[src/rtl/neuro_pin_pkg.sv]
// Shared constants, FSM state type and protocol helper for the neurocore pin driver.
// Response checking in the driver is enabled by defining NEURO_RSP_CHECK_EN.
package neuro_pin_pkg;

    localparam logic [7:0] CMD_FIRE = 8'h01;
    localparam logic [7:0] RSP_FIRE = 8'hFF;
    localparam logic [7:0] RSP_IDLE = 8'h03;
    localparam logic [7:0] PIN_IDLE = 8'h00;

    typedef enum logic [1:0] {
        ST_IDLE,
        ST_DRIVE,
        ST_RESP
    } state_t;

    // The core answers RSP_FIRE to CMD_FIRE and RSP_IDLE to every other byte.
    function automatic logic [7:0] expected_rsp(input logic [7:0] cmd);
        return (cmd == CMD_FIRE) ? RSP_FIRE : RSP_IDLE;
    endfunction

endpackage

[src/rtl/neuro_cmd_fifo.sv]
// Synchronous byte FIFO for queued commands; DEPTH must be a power of two so the
// pointers wrap naturally. Push is ignored when full, pop is ignored when empty.
module neuro_cmd_fifo
    import neuro_pin_pkg::*;
#(
    parameter int DEPTH = 4
) (
    input  logic       clk,
    input  logic       rst,
    input  logic [7:0] data_in,
    input  logic       push,
    input  logic       pop,
    output logic [7:0] data_out,
    output logic       full,
    output logic       empty
);

    localparam int PTR_W = $clog2(DEPTH);
    localparam int CNT_W = $clog2(DEPTH + 1);

    logic [7:0]       mem [DEPTH];
    logic [PTR_W-1:0] wr_ptr;
    logic [PTR_W-1:0] rd_ptr;
    logic [CNT_W-1:0] count;
    logic             push_ok;
    logic             pop_ok;

    assign full     = (count == CNT_W'(DEPTH));
    assign empty    = (count == '0);
    assign push_ok  = push && !full;
    assign pop_ok   = pop && !empty;
    assign data_out = mem[rd_ptr];

    // NOTE: sequential state is written with non-blocking assignments only.
    always_ff @(posedge clk) begin
        if (rst) begin
            wr_ptr <= '0;
            rd_ptr <= '0;
            count  <= '0;
        end else begin
            if (push_ok) wr_ptr <= wr_ptr + 1'b1;
            if (pop_ok)  rd_ptr <= rd_ptr + 1'b1;
            case ({push_ok, pop_ok})
                2'b10:   count <= count + 1'b1;
                2'b01:   count <= count - 1'b1;
                default: count <= count;
            endcase
        end
    end

    // NOTE: storage is not reset; the occupancy count keeps stale entries unread.
    always_ff @(posedge clk) begin
        if (push_ok) mem[wr_ptr] <= data_in;
    end

endmodule

[src/rtl/neuro_pin_driver.sv]
// Host-side initiator: queues command bytes, drives them on the core pins, waits
// SETTLE_CYCLES, then returns the sampled pins. Define NEURO_RSP_CHECK_EN for checking.
module neuro_pin_driver
    import neuro_pin_pkg::*;
#(
    parameter int FIFO_DEPTH    = 4,
    parameter int SETTLE_CYCLES = 2
) (
    input  logic       clk,
    input  logic       rst,
    input  logic [7:0] cmd_data,
    input  logic       cmd_valid,
    output logic       cmd_ready,
    output logic [7:0] pin_out,
    input  logic [7:0] pin_in,
    output logic [7:0] rsp_data,
    output logic       rsp_valid,
    input  logic       rsp_ready,
    output logic       rsp_err,
    output logic [7:0] err_cnt
);

    localparam int CNT_W = (SETTLE_CYCLES > 1) ? $clog2(SETTLE_CYCLES) : 1;

    state_t           state;
    logic [CNT_W-1:0] cnt;
    logic [7:0]       fifo_head;
    logic             fifo_full;
    logic             fifo_empty;
    logic             fifo_pop;
    logic             capture;

    assign cmd_ready = !fifo_full;
    assign fifo_pop  = (state == ST_IDLE) && !fifo_empty;
    // Last DRIVE cycle: the only point where pin_in is sampled for a command.
    assign capture   = (state == ST_DRIVE) && (cnt == '0);

    neuro_cmd_fifo #(
        .DEPTH(FIFO_DEPTH)
    ) u_fifo (
        .clk     (clk),
        .rst     (rst),
        .data_in (cmd_data),
        .push    (cmd_valid),
        .pop     (fifo_pop),
        .data_out(fifo_head),
        .full    (fifo_full),
        .empty   (fifo_empty)
    );

    always_ff @(posedge clk) begin
        if (rst) begin
            state     <= ST_IDLE;
            cnt       <= '0;
            pin_out   <= PIN_IDLE;
            rsp_data  <= 8'h00;
            rsp_valid <= 1'b0;
        end else begin
            case (state)
                ST_IDLE: begin
                    if (!fifo_empty) begin
                        pin_out <= fifo_head;
                        cnt     <= CNT_W'(SETTLE_CYCLES - 1);
                        state   <= ST_DRIVE;
                    end
                end
                ST_DRIVE: begin
                    if (capture) begin
                        rsp_data  <= pin_in;
                        rsp_valid <= 1'b1;
                        state     <= ST_RESP;
                    end else begin
                        cnt <= cnt - 1'b1;
                    end
                end
                ST_RESP: begin
                    if (rsp_ready) begin
                        rsp_valid <= 1'b0;
                        pin_out   <= PIN_IDLE;
                        state     <= ST_IDLE;
                    end
                end
                default: state <= ST_IDLE;
            endcase
        end
    end

`ifdef NEURO_RSP_CHECK_EN
    logic mismatch;

    // pin_out still carries the command while it is being captured.
    assign mismatch = (pin_in != expected_rsp(pin_out));

    always_ff @(posedge clk) begin
        if (rst) begin
            rsp_err <= 1'b0;
            err_cnt <= 8'h00;
        end else if (capture) begin
            rsp_err <= mismatch;
            if (mismatch && err_cnt != 8'hFF) err_cnt <= err_cnt + 1'b1;
        end
    end
`else
    assign rsp_err = 1'b0;
    assign err_cnt = 8'h00;
`endif

endmodule
[config.mk]
export PLATFORM = sky130hd
export DESIGN_NAME = neuro_pin_driver
export DESIGN_NICKNAME = d
export VERILOG_FILES = /design/src/rtl/neuro_pin_pkg.sv /design/src/rtl/neuro_cmd_fifo.sv /design/src/rtl/neuro_pin_driver.sv
export SDC_FILE = /design/constraint.sdc
export NUM_CORES = 1
export LEC_CHECK = 0
export BUFFER_PORTS_ARGS = -buffer_cell sky130_fd_sc_hd__buf_4
export CORE_ASPECT_RATIO = 0.75
export CORE_MARGIN = 3
export CORE_UTILIZATION = 40
export DETAILED_ROUTE_END_ITERATION = 6
export MAX_ROUTING_LAYER = met4
export SETUP_SLACK_MARGIN = 0.4
export SYNTH_ARGS = -nofsm -noshare
export SYNTH_HDL_FRONTEND = slang
export SYNTH_SLANG_ARGS = --single-unit
[constraint.sdc]
create_clock -name clk -period 5.3 [get_ports clk]
set_clock_uncertainty 0.1 [all_clocks]
set_input_delay 1.06 -clock clk [delete_from_list [all_inputs] [get_ports clk]]
set_output_delay 1.06 -clock clk [all_outputs]
set_load 0.01 [all_outputs]
## Yosys cells after proc, flatten, opt, wreduce, memory -nomap -nowiden

Memories as Yosys holds them, arrays and structs flattened. A register that Yosys moved wholly into a read port is not among the register bits.
Index checks and enable logic that the tools add are counted.

| storage, ports and cells | value |
|---|---|
| input port bits | 20 |
| register bits | 27 |
| word-level logic and storage cells | 59 |
| memories | 1 |
| RAM bits | 32 |
| output and inout bits | 27 |

Memory list:

| memory | depth | width | rd ports | clocked after Yosys merged registers in | write ports | RTL line | source |
|---|---|---|---|---|---|---|---|
| u_fifo.mem | 4 | 8 | 1 | 1 | 1 | neuro_cmd_fifo.sv:21 | `logic [7:0] mem [DEPTH];` |

| cells by class | value |
|---|---|
| add/subtract/negate cells | 5 |
| bitwise operators | 1 |
| reductions and logical operators | 17 |
| equal/unequal tests | 9 |
| mux-type cells | 18 |

Operators by type and width:

| kind | count |
|---|---|
| 8-bit two-way mux | 2 |
| 8-bit case mux with 2 select lines | 1 |
| 3-bit AND reduction | 4 |
| 2-bit two-way mux | 5 |
| 2-bit inequality test (second input constant) | 4 |
| 2-bit nonzero test | 4 |
| 1-bit two-way mux | 6 |
| 2-bit case mux with 3 select lines | 1 |
| 3-bit case mux with 2 select lines | 1 |
| 2-bit by 1-bit adder with 2-bit output (second input constant) | 2 |
| 2-bit by 1-bit == test with 1-bit output (second input constant) | 2 |
| 2-bit == test (second input constant) | 2 |
| 1-bit logical AND | 4 |
| 1-bit case mux with 2 select lines | 2 |
| 3-bit by 1-bit adder with 3-bit output (second input constant) | 1 |
| 3-bit == test (second input constant) | 1 |
| 3-bit zero test | 1 |
| 3-bit by 1-bit subtractor with 3-bit output (second input constant) | 1 |
| 1-bit zero test | 2 |
| 2-bit zero test | 1 |
| 2-bit AND reduction | 1 |
| 1-bit NOT | 1 |
| 1-bit subtractor (second input constant) | 1 |

## Depth between registers and ports, before layout

Gate-level depths: netlist of run 1.

| logic depth | value |
|---|---|
| depth in word-level cells | 6 |
| gate-level depth with buffers | 9 |
| mapped depth without buffers | 7 |

## Modules after synthesis

From an unflattened synthesis of run 1, not the netlist that was laid out.

| unflattened totals | value |
|---|---|
| cell total of the unflattened synthesis | 190 |
| area, all modules | 2498.6 um^2 |

Modules (own cells, without submodules):

| module | cells each | instances | seq. area each (um^2) | area each (um^2) |
|---|---|---|---|---|
| neuro_cmd_fifo | 96 | 1 | 1141.1 | 1635.3 |
| neuro_pin_driver | 94 | 1 | 400.4 | 863.3 |

## Worst setup path before layout of run 1

OpenSTA, ideal clock, no wires.

| timing path | value |
|---|---|
| kind | input to register |
| start point | in cmd_valid |
| end point | reg u_fifo.count[2] |
| setup time | 0.121 ns |
| stages on the path | 7 |
| arrival | 2.343 ns |
| required time | 5.079 ns |
| buffers on the path | 1 |
| setup slack | 2.736 ns |
| cell sequence | and2_4 buf_6 nor2_1 fa_1 and3_1 a32oi_1 mux2_2 |

| between the ends | value |
|---|---|
| word-level cells in the longest chain between the ends | 3 |
| elaborated cells on any way between the ends | 5 |
| those cells by class | eq/ne (2); mux (1); reduce/logical (2) |

Ends and longest elaborated chain:

| element | RTL line | source |
|---|---|---|
| start: declaration | neuro_pin_driver.sv:12 | `input logic cmd_valid,` |
| 1-bit logical AND * | neuro_cmd_fifo.sv:30 | `assign push_ok = push && !full;` |
| 2-bit by 1-bit == test with 1-bit output or 2-bit == test (tied branches) | neuro_cmd_fifo.sv:43 | `case ({push_ok, pop_ok})` |
| 3-bit case mux with 2 select lines or 2-bit nonzero test (tied branches) | -- |  |
| end signal: assignment | neuro_cmd_fifo.sv:44 | `2'b10: count <= count + 1'b1;` |
| end signal: assignment | neuro_cmd_fifo.sv:45 | `2'b01: count <= count - 1'b1;` |
| end signal: assignment | neuro_cmd_fifo.sv:46 | `default: count <= count;` |
| end: declaration | neuro_cmd_fifo.sv:24 | `logic [CNT_W-1:0] count;` |

Mark *: on every way between the ends. The rest lies on a longest branch, timed or not.
A chain may end at the register's enable or synchronous reset.

## Worst setup path after layout of run 1

| timing path | value |
|---|---|
| start point | reg u_fifo.count[0] |
| end point | out cmd_ready |

| between the ends | value |
|---|---|
| word-level cells in the longest chain between the ends | 2 |

Ends and longest elaborated chain:

| element | RTL line | source |
|---|---|---|
| 3-bit == test | neuro_cmd_fifo.sv:28 | `assign full = (count == CNT_W'(DEPTH));` |
| 1-bit zero test | neuro_pin_driver.sv:33 | `assign cmd_ready = !fifo_full;` |
| end: declaration | neuro_pin_driver.sv:13 | `output logic cmd_ready,` |

No other way between the ends.

==> results of run 1 <==
-- state kept, by name, indices dropped and copies added (netlist names), named ones only --
signal / cells
cnt: 1
pin_out: 8
rsp_data: 8
rsp_valid: 1
state: 2
u_fifo.count: 3
u_fifo.mem: 32
u_fifo.rd_ptr: 2
u_fifo.wr_ptr: 2
-- worst min path at each step --
stage	from	to	depth (start not counted)
6_report	rsp_data[2]	rsp_data[2]	2
5_1_grt	u_fifo.rd_ptr[1]	flop	2
4_1_cts	rsp_data[0]	rsp_data[0]	2
3_5_place_dp	rsp_data[0]	rsp_data[0]	2
3_3_place_gp	rsp_data[5]	rsp_data[5]	2
2_1_floorplan	u_fifo.wr_ptr[1]	u_fifo.wr_ptr[1]	2
-- tightest hold or removal path, cell delays in order, from the launching register on --
cell	delay, ns
dfxtp_1	0.33
mux2i_1	0.07
nor2_1	0.07
-- Yosys cell counts (all sizes together) (2+ instances only) --
cell type / number / area, µm²
a21oi: 5 / 25.02
a22oi: 8 / 60.06
and2: 2 / 15.02
and3: 5 / 31.28
buf: 14 / 103.8
clkbuf: 3 / 11.26
dfxtp: 29 / 580.6
edfxtp: 32 / 960.9
ha: 4 / 50.05
inv: 3 / 11.26
mux2: 2 / 22.52
mux2i: 9 / 90.09
mux4: 8 / 180.2
nand2: 5 / 18.77
nand2b: 3 / 18.77
nor2: 28 / 107.6
nor2b: 3 / 18.77
xnor2: 3 / 45.05
-- through the flow --
| step | utilization | cell area [µm²] | power [W] | std cells |
|---|---|---|---|---|
| floorplan | - | 2482 | 0.001051 | 187 |
| global placement | 0.4660 | 2743 | 0.001190 | 285 |
| detailed placement | 0.4660 | 2743 | 0.001199 | 285 |
| CTS | 0.5051 | 2973 | 0.001677 | 301 |
| global route | 0.5051 | 2973 | 0.001761 | 301 |
| finish | 0.5051 | 2973 | 0.001655 | 301 |
-- kinds of logic after synthesis --
group	count (synthesis)	share of synthesized area
compound gates	17	0.04694
xor+xnor	4	0.02194
fa+ha+maj	5	0.02857
buf+inv	20	0.05153
flops	61	0.6286
mux	19	0.1194
other cells	1	0.001529
simple gates	52	0.1015
-- where the power goes --
group,total [W],switching [W],internal (W)
Combinational,0.000491,0.000241,0.000250
Clock,0.000476,0.000166,0.000310
Sequential,0.000688,0.0000845,0.000604
-- layout make-up --
class / count / share of cell area
repair buffers: 37 / 0.09343
inverters: 3 / 0.003788
clock buffers: 11 / 0.04419
well taps: 78 / 0.03283
multi-input cells: 106 / 0.2740
flip-flops and latches: 61 / 0.5185
clock inverters: 5 / 0.03325
-- metal layers --
metal / vias to the layer above / part of all wire / global-route usage
met5: - / 0 / -
met4: 0 / 0.012 / 0.04977
met3: 7 / 0.076 / 0.06653
met2: 50 / 0.45 / 0.1890
met1: 643 / 0.46 / 0.1633
li1: 705 / - / -
==> results.md, run 1 <==
- The flow ran to the end, and the final reports show no timing, DRC or antenna violations.
- The CTS clock-pin slew for the worst setup and hold paths is 0.07 ns.
- The tightest min-delay check is of the flop to flop type.
- The core region is 5886 µm².
- The final layout contains routed wiring with a total length of 4205 µm.
- Tracing the worst setup path back leads to its startpoint at u_fifo.count[0].
- The required time reported for the critical path endpoint is 4.14 ns.
- In this run the register-to-register setup slack is 2.99 ns.
- In the layout the commonest cells are buf_4 (37), edfxtp_1 (32), dfxtp_1 (29).
- The number of antenna diodes is 0.
- The most common cell after layout, fill and taps aside is buf_4.
- Once detail routing completed, the nets flagged for antenna violations numbered 0.
- VDD sags by at most 247.0 µV.
- The startpoint type of the worst setup path is a flop.
- In this design, the largest share of critical-path delay is due to simple AND/OR/NAND/NOR gates.
- In this run the critical register-to-register path is launched from u_fifo.count[0].
- The number of synthesis warnings is 0.
- CTS built an H-tree with a depth of 3.
- Together, buffers and inverters on the worst path number 1.
- The maximum achievable frequency is 390.2 MHz.
- The share of the clock period used by the worst path after layout is 0.4836.
- The first routing iteration left 58 violations.
- The mean cell area of the mapped netlist is 13.70 µm².
- In the final timing run, aggregate negative setup slack is 0 ns.
- In this run the horizontal extent of the chip is 96.41 µm.
- During I/O placement, the number of pins put on the boundary was 47.
- The worst hold slack is 0.3997 ns.
- The number of setup buffers added after CTS is 0.
- The root buffer cell chosen for the clock tree is clkbuf_8.
- Buffers inserted to repair hold after CTS numbered 0.
- In this run the vertical extent of the chip is 73.81 µm.
- The number of placement rows is 24.
- For the pin with the worst max-slew slack, the measured transition is 0.5915 ns.
- TritonCTS built the clock tree.
- The worst slew slack as a fraction of its limit is 0.6052.
- Relative to the synthesized area, the layout overhead comes to 21.22%.
- Using the TritonRoute via totals, the vias-per-cell ratio works out to 4.668.
- Traced cell by cell, the critical path runs through or3b_1 -> buf_4.
- The sequential cell area is 1541 µm².
- The final net count is 243.
- The remaining design rule violation count is 0.
- The number of flops mapped to enable cells by yosys is 32.
- Setup repair after global routing left no endpoint under its margin.
- The endpoint of the worst setup timing path is cmd_ready.
- On the critical path, the stage with the largest delay is an instance of or3b_1.
- In the final layout, the multi-input gates occupy 814.5 µm².
- The final setup violation count is 0.
- Buffers inserted during clock tree synthesis total 9.
- In this run the power density over the cells is 556.9 nW/µm².
- Counting I/O delays and the setup requirement, the final critical path takes 2.563 ns.
- The number of hold violations in the final report is 0.
- The netlist area before placement is 2452 µm².
- The largest net degree at the start of global routing is 33.
- Port buffering added 37 buffers.
- The share of the Yosys chip area taken by registers is 0.6286.
- The clock insertion delay at the later pin of the skew report is 0.33 ns.
- The first global-routing pass estimated 6444 µm of wire.
- In this run the critical register-to-register path is captured at u_fifo.count[2].
- In this run, synthesis produced a sequential element count of 61.
- The netlist uses 38 different library cells.
- The initial antenna violation count is 0.
- The tree built by TritonCTS fans out to 61 sinks.
- The worst path meets setup with 2.737 ns of slack.
- Counting cells, the worst reg-to-reg path comes to 7.
- The post-cts sizing count is 0.
- The total overflow left after global routing is 0.
- The via count of the first global-routing pass is 1,295.
- Of all flip-flops after synthesis, the portion carrying an async set or reset was 0.
- The leakage power is 1.159 nW.
- For this run, the total global-route usage over all layers was measured as 0.1331.
- The count of final max-slew check failures is 0.
- In the synthesized netlist the dominant register cell turns out to be edfxtp_1.
- The total of max-cap violations is 0.
- The pre-CTS worst setup slack is 2.603 ns.
- The worst setup path is captured at an output port.
- The number of standard cells after synthesis is 179.
- Detailed placement finished with a half-perimeter wire length of 2896 µm.
- The critical path is of the flop to output port type.
- Detailed routing inserted a total of 1,405 vias.
- Of the cells placed in the final design, the portion with a size suffix greater than 1 is 0.2780.
- The number of buffers between clock root and the deepest sink is 2.
- The data arrival time at the worst-slack endpoint is 1.40 ns.
- The number of filler cells placed in the layout is 527.
- The wire length per cell is 13.97 µm.
- The biggest cell delay along the critical path is 0.51 ns.
- The critical path crosses 2 cells after its start point.
- The first detailed-routing pass took 4 iterations.
- The die outline area is 7116 µm².
- The placer's final routability congestion estimate is 0.7145.
- Of all nets on the critical path, the largest fanout is 8.
- The initial utilization of the core area, before any placement, comes to 0.4167.
(Power assumes the default switching activity.)
==> run 2: changes to the inputs <==
clock period = 2.4 ns   (was 5.3 ns; I/O delays follow)
==> run 2 against run 1 <==
Effect of this change: global-route usage is 0.76 points higher; clock power is 120% higher; combinational power grew to 2.5 times the previous value; critical path type is now flop to flop; largest power group unchanged.
==> results.md, run 2 (synthesis results as in run 1) <==
- The capturing element type of the critical path is a flop.
- Of the available clock period, the critical path in the final layout requires 0.8798.
- The final setup violation count came to 0 (unchanged).
- The total of max-cap violations came to 0 (unchanged).
- The violation count after the first detailed-route iteration came to 82 (+41%).
- The global router's overall resource usage is 0.1407 (+0.007563).
- The TritonCTS clock tree is done.
- The die boundary width is 96.41 µm (unchanged).
- The maximum fanout along the worst path was 5 (-3).
- The overall die height came to 73.81 µm (unchanged).
- The leakage power is 1.188 nW (+2.5%).
- The count of final max-slew check failures is 0 (unchanged).
- The number of filler cells placed in the layout is 530 (+0.57%).
- The total wire length is 4409 µm (+4.9%).
- The half-perimeter wire length of the detailed placement result is 2858 µm (-1.3%).
- The cell with the largest stage delay on the worst path is or3_4.
- The sum of negative setup slack is 0 ns (unchanged).
- The TritonCTS buffer count came to 9 (unchanged).
- The final net count is 247 (+1.6%).
- The CTS clock-pin slew for the worst setup and hold paths is 0.06 ns (about the same).
- The number of antenna diodes is 0 (unchanged).
- The number of buffers and inverters on the critical path is 0 (-1).
- The via density per instance is 4.751 (+1.8%).
- The overall power of the completed layout came to 0.003822 W (+130%).
- The signal on the critical path passes through or3_4 -> nand2_4 -> nor2_4 -> fa_2 -> and3_4 -> a32oi_2 -> mux2_4.
- The path class of the tightest hold or removal check is input pin to flop.
- The category of cells accounting for the largest share of critical-path delay is simple AND/OR/NAND/NOR gates.
- The number of hold violations in the final report is 0 (unchanged).
- The largest net degree at the start of global routing came to 33 (unchanged).
- The wire length of the first global-routing pass is 6982 µm (+8.3%).
- The initial antenna violation count is 0 (unchanged).
- The flow ran to the end, and the final reports show no timing, DRC or antenna violations.
- The core outline area was 5886 µm² (unchanged).
- The data arrival time at the worst-slack endpoint was 2.23 ns (+0.83 ns).
- The number of flip-flops under the largest register name came to 32 (unchanged).
- The clock root buffer is clkbuf_8.
- The number of placement rows is 24 (unchanged).
- By startpoint and endpoint, the worst setup path is classified as flop to flop.
- Derived from the worst setup path, the maximum achievable clock frequency is 473.6 MHz.
- The required time reported for the critical path endpoint is 2.52 ns (-1.62 ns).
- The placer's final routability congestion estimate came to 0.7752 (+8.5%).
- In the layout the commonest cells are buf_4 (40), edfxtp_1 (32), nor2_1 (26), dfxtp_1 (26).
- The biggest cell delay along the critical path is 0.41 ns (-0.10 ns).
- The number of buffers between clock root and the deepest sink is 2 (unchanged).
- The overall via count from detail_route was 1,449 (+3.1%).
- The register with the most flip-flops is u_fifo.mem.
- The residual overflow from global routing is 0 (unchanged).
- The number of buffers inserted by port buffering is 37 (unchanged).
- The worst slew slack as a fraction of its limit is 0.6223 (+0.01703).
- The remaining design rule violation count was 0 (unchanged).
- The number of hold-repair buffers added at the cts stage is 0 (unchanged).
- The number of iterations in the first detailed-routing pass came to 4 (unchanged).
- The clock sink count is 61 (unchanged).
- The wire length per cell is 14.46 µm (+3.5%).
- For the finished layout, the period the worst path requires is 2.112 ns.
- The fraction of layout cells with a size suffix above 1 is 0.3348 (+0.05677).
- Leaving out fill and tap cells, the most frequent cell in the layout is buf_4.
- The number of top-level design ports came to 47 (unchanged).
- The via count of the first global-routing pass is 1,375 (+6.2%).
- Setup repair after global routing could not meet its margin everywhere.
- The number of levels in the clock H-tree was 3 (unchanged).
- The area growth from synthesis to final layout is 24.64%.
- The initial core utilization is 0.4167 (unchanged).
- The measured slew at the worst slew-check pin is 0.5660 ns (-0.02552 ns).
- The register-to-register setup slack is 0.29 ns (-2.70 ns).
- The startpoint type of the worst setup path is a flop.
- The power density of the placed cells is 1250 nW/µm² (+120%).
- The largest vdd supply drop is 485.7 µV (+97%).
- The die outline area is 7116 µm² (unchanged).
- In the final layout, the registers with the most flip-flops are u_fifo.mem x32, pin_out x8, rsp_data x8.
- The number of nets with antenna violations after detailed routing is 0 (unchanged).
- The clock insertion delay at the later pin of the skew report is 0.33 ns (about the same).
-- run 2: cell count changes in the layout (fill, tap and decap cells not counted), sizes merged --
cell    before  now
clkbuf      11   10
buf         37   41
clkinv       2    3
-- run 2: repair_timing --
| action | CTS | global route |
|---|---|---|
| resized for setup | 5 | 7 |
| pin swaps | 6 | 3 |
| gates cloned | 0 | 0 |
| setup buffers | 3 | 0 |
| endpoints found under the setup margin | 2 | 3 |
-- run 2: worst paths after layout --
kind | end | cells past startpoint | from
worst min-delay path | u_fifo.mem[3][5] | 1 | cmd_data[5]
worst max register to register | u_fifo.count[2] | 7 | u_fifo.count[2]
worst min register to register | rsp_data[1] | 2 | rsp_data[1]
worst max-delay path | u_fifo.count[2] | 7 | u_fifo.count[2]
-- run 2: report_power, final --
group | leakage [nW] | internal [W] | switching, W
logic | 0.542 | 0.000651 | 0.000602
registers | 0.533 | 0.00134 | 0.000184
clock network | 0.113 | 0.000679 | 0.000365
-- run 2: per-layer routing --
| metal | up-vias | GRT usage | wire length (µm) |
|---|---|---|---|
| met3 | 13 | 0.06755 | 365 |
| met4 | 0 | 0.06065 | 92 |
| met5 | - | - | 0 |
| met1 | 678 | 0.1669 | 1963 |
| met2 | 50 | 0.2043 | 1987 |
| li1 | 708 | - | - |
-- run 2: area by class of cell --
cell class | count | area [µm²] | share of cell area
inverters | 3 | 11.26 | 0.003684
well taps | 78 | 97.59 | 0.03193
multi-input cells | 106 | 857.1 | 0.2804
clock buffers | 10 | 127.6 | 0.04175
flip-flops and latches | 61 | 1550 | 0.5072
clock inverters | 6 | 101.3 | 0.03316
repair buffers | 41 | 311.5 | 0.1019
-- run 2: stage by stage --
stage                     cells  utilization  setup slack [ns]  hold WS (ns)  cell area, µm²
after floorplan             187            -            0.2236        0.3692            2495
after global placement      286       0.4694            0.1623        0.3784            2763
after detailed placement    286       0.4694            0.1339        0.3880            2763
after CTS                   305       0.5149            0.3218        0.2264            3030
after global routing        305       0.5193            0.2336        0.2279            3057
final                       305       0.5193            0.2884        0.2471            3057
==> run 3: changes to the inputs <==
SETUP_SLACK_MARGIN = 0.5   (was 0.4)
==> run 3 against run 2 <==
Effect of this change: non-clock buffer count grew 2; maximum frequency up 0.60%; cell count rose by 0.66%; global-route usage is 0.068 points higher; sequential share of layout area is 0.25 points lower; worst setup slack improved by 0.013 ns; worst hold slack improved by 0.0023 ns; register-to-register slack about the same; highest routed layer unchanged.
==> results.md, run 3 (synthesis results as in run 1) <==
- The overall via count from detail_route came to 1,458 (+0.62%).
- The number of buffers and inverters on the critical path came to 0 (unchanged).
- The largest vdd supply drop was 494.4 µV (+1.8%).
- The count of final max-slew check failures came to 0 (unchanged).
- The global router's overall resource usage is 0.1413 (+0.0006752).
- The number of nets with antenna violations after detailed routing is 0 (unchanged).
- The number of hold violations in the final report is 0 (unchanged).
- The largest net degree at the start of global routing is 33 (unchanged).
- The cell-internal power is 0.002693 W (+0.80%).
- The via count of the first global-routing pass came to 1,384 (+0.65%).
- The combinational share of power is 0.332 (+0.004).
- In this run the most critical hold path is launched from cmd_data[5].
- The CTS clock-pin slew for the worst setup and hold paths was 0.06 ns (about the same).
- The capturing element type of the critical path is a flop.
- The clock insertion delay at the later pin of the skew report is 0.33 ns (about the same).
- The sum of negative setup slack is 0 ns (unchanged).
- The final worst setup slack is 0.3010 ns (+0.01263 ns).
- The data arrival time at the worst-slack endpoint came to 2.21 ns (-0.02 ns).
- The path with the worst hold slack has its endpoint at u_fifo.mem[3][5].
- The number of buffers inserted by port buffering is 37 (unchanged).
- The number of levels in the clock H-tree was 3 (unchanged).
- The number of standard cells in the layout, taps in and fillers out is 307 (+0.66%).
- The final period demand of the worst path was 2.099 ns (-0.01263 ns).
- The number of hold-repair buffers added at the cts stage was 0 (unchanged).
- The half-perimeter wire length of the detailed placement result is 2858 µm (unchanged).
- The flow ran to the end, and the final reports show no timing, DRC or antenna violations.
- The initial antenna violation count was 0 (unchanged).
- The placed instance area is 2763 µm² (unchanged).
- The number of antenna diodes was 0 (unchanged).
- The fraction of layout cells with a size suffix above 1 was 0.3406 (+0.005810).
- The largest registers in the layout are u_fifo.mem x32, pin_out x8, rsp_data x8.
- The sequential power share is 0.396 (-0.003).
- The residual overflow from global routing came to 0 (unchanged).
- The most common cell after layout, fill and taps aside is buf_4.
- The die boundary width is 96.41 µm (unchanged).
- The slowest stage of the critical path belongs to the cell or3_4.
- The total of max-cap violations is 0 (unchanged).
- The final setup violation count came to 0 (unchanged).
- The fraction of power spent switching nets is 0.2994 (-0.001632).
- The final net count is 249 (+0.81%).
- The worst slew slack as a fraction of its limit came to 0.6232 (+0.0009670).
- The violation count after the first detailed-route iteration is 66 (-20%).
- The wire length of the first global-routing pass is 7031 µm (+0.70%).
- The total wire length came to 4378 µm (-0.70%).
- The final core utilization is 0.5219 (+0.002551).
- The worst setup path is of the flop to flop kind.
- The worst register-to-register path begins at u_fifo.count[2].
- The TritonCTS clock tree is done.
- The share of the clock period used by the worst path after layout is 0.8746 (-0.005261).
- The TritonCTS buffer count was 9 (unchanged).
- The via density per instance is 4.749 (about the same).
- The number of filler cells placed in the layout is 527 (-0.57%).
- The placer's final routability congestion estimate is 0.7752 (unchanged).
- The number of cells on the worst reg-to-reg path is 7 (unchanged).
- The die outline area is 7116 µm² (unchanged).
- The number of flip-flops under the largest register name is 32 (unchanged).
- The area of all placed cells without fillers is 3072 µm² (+0.49%).
- The area growth from synthesis to final layout is 25.26%.
- The overall die height is 73.81 µm (unchanged).
- Among cell families on the critical path, the largest total delay comes from simple AND/OR/NAND/NOR gates.
- The measured slew at the worst slew-check pin is 0.5646 ns (-0.001448 ns).
- The maximum fanout along the worst path is 5 (unchanged).
- The number of cells in the design after placement is 286 (unchanged).
- STA classifies the critical path startpoint as a flop.
- The clock root buffer is clkbuf_8.
- The wire length per cell is 14.26 µm (-1.3%).
- Setup repair after global routing could not meet its margin everywhere.
- The pre-CTS worst setup slack is 0.1339 ns (unchanged).
- The register with the most flip-flops is u_fifo.mem.
- The endpoint identified for the worst register-to-register timing path is u_fifo.count[2].
- The net switching power is 0.001151 W (about the same).
- The initial core utilization is 0.4167 (unchanged).
- The depth of the worst hold-timing path is 1 (unchanged).
- The number of buffers between clock root and the deepest sink is 2 (unchanged).
- The register-to-register setup slack is 0.30 ns (about the same).
- The class of the tightest hold or removal check is input pin to flop.
- The remaining design rule violation count came to 0 (unchanged).
- The leakage power is 1.198 nW (+0.79%).
- The relative contribution of the clock network to total power is 0.272 (about the same).
- The clock sink count is 61 (unchanged).
- The maximum achievable frequency is 476.4 MHz (+0.60%).
- The biggest cell delay along the critical path is 0.41 ns (about the same).
- Leaving out fill and tap cells, the most frequent cells in the layout are buf_4 (42), edfxtp_1 (32), nor2_1 (26), dfxtp_1 (26).
- The number of placement rows is 24 (unchanged).
- The number of iterations in the first detailed-routing pass is 4 (unchanged).
- Traced cell by cell, the critical path runs through or3_4 -> nand2_4 -> nor2_4 -> fa_2 -> and3_4 -> a32oi_2 -> mux2_4.
- The core outline area is 5886 µm² (unchanged).
- The required time reported for the critical path endpoint is 2.52 ns (about the same).
- The number of top-level design ports was 47 (unchanged).
- The power density of the placed cells is 1251 nW/µm² (about the same).
==> run 3: through the flow <==
| stage | hold WS (ns) | total power, W |
|---|---|---|
| after detailed placement | 0.3880 | 0.002667 |
| after floorplan | 0.3692 | 0.002342 |
| after global routing | 0.2279 | 0.004085 |
| after global placement | 0.3784 | 0.002660 |
| after CTS | 0.2264 | 0.003811 |
| final | 0.2493 | 0.003844 |
==> run 3: per-layer routing <==
metal / share of wire / wire [µm] / global-route usage
met2: 0.47 / 2052 / 0.2073
met5: 0 / 0 / -
met4: 0.018 / 78 / 0.05599
met1: 0.43 / 1876 / 0.1682
met3: 0.085 / 370 / 0.06755
==> run 3: worst max-delay path by stage <==
stage / from / endpoint / slack, ns / cells past startpoint
4_1_cts: u_fifo.count[1] / u_fifo.count[2] / 0.32 / 7
2_1_floorplan: u_fifo.count[2] / u_fifo.count[2] / 0.22 / 9
3_5_place_dp: u_fifo.count[0] / u_fifo.count[2] / 0.13 / 7
5_1_grt: u_fifo.count[2] / u_fifo.count[2] / 0.24 / 7
3_3_place_gp: u_fifo.count[0] / u_fifo.count[2] / 0.16 / 7
6_report: u_fifo.count[2] / u_fifo.count[2] / 0.30 / 7
==> run 3: layout make-up <==
type / count / area [µm²] / area share
inverter: 3 / 11.26 / 0.003666
clock inverter: 6 / 101.3 / 0.03299
sequential: 61 / 1550 / 0.5047
timing repair buffer: 43 / 326.6 / 0.1063
multi-input combinational: 106 / 857.1 / 0.2790
tap: 78 / 97.59 / 0.03177
clock buffer: 10 / 127.6 / 0.04155
==> run 3: power by group through the flow <==
stage | registers [W] | clock network [W] | logic (W)
2_1_floorplan | 0.00151 | 0 | 0.000830
3_3_place_gp | 0.00154 | 0 | 0.00112
3_5_place_dp | 0.00154 | 0 | 0.00113
4_1_cts | 0.00152 | 0.00108 | 0.00121
5_1_grt | 0.00156 | 0.00112 | 0.00141
6_report | 0.00152 | 0.00104 | 0.00128
==> run 3: what timing repair did <==
action,4_1_cts,5_1_grt
endpoints found under the setup margin,3,4
resized for setup,6,6
pin swaps,6,3
buffers inserted,3,2
hold endpoints to repair,0,0
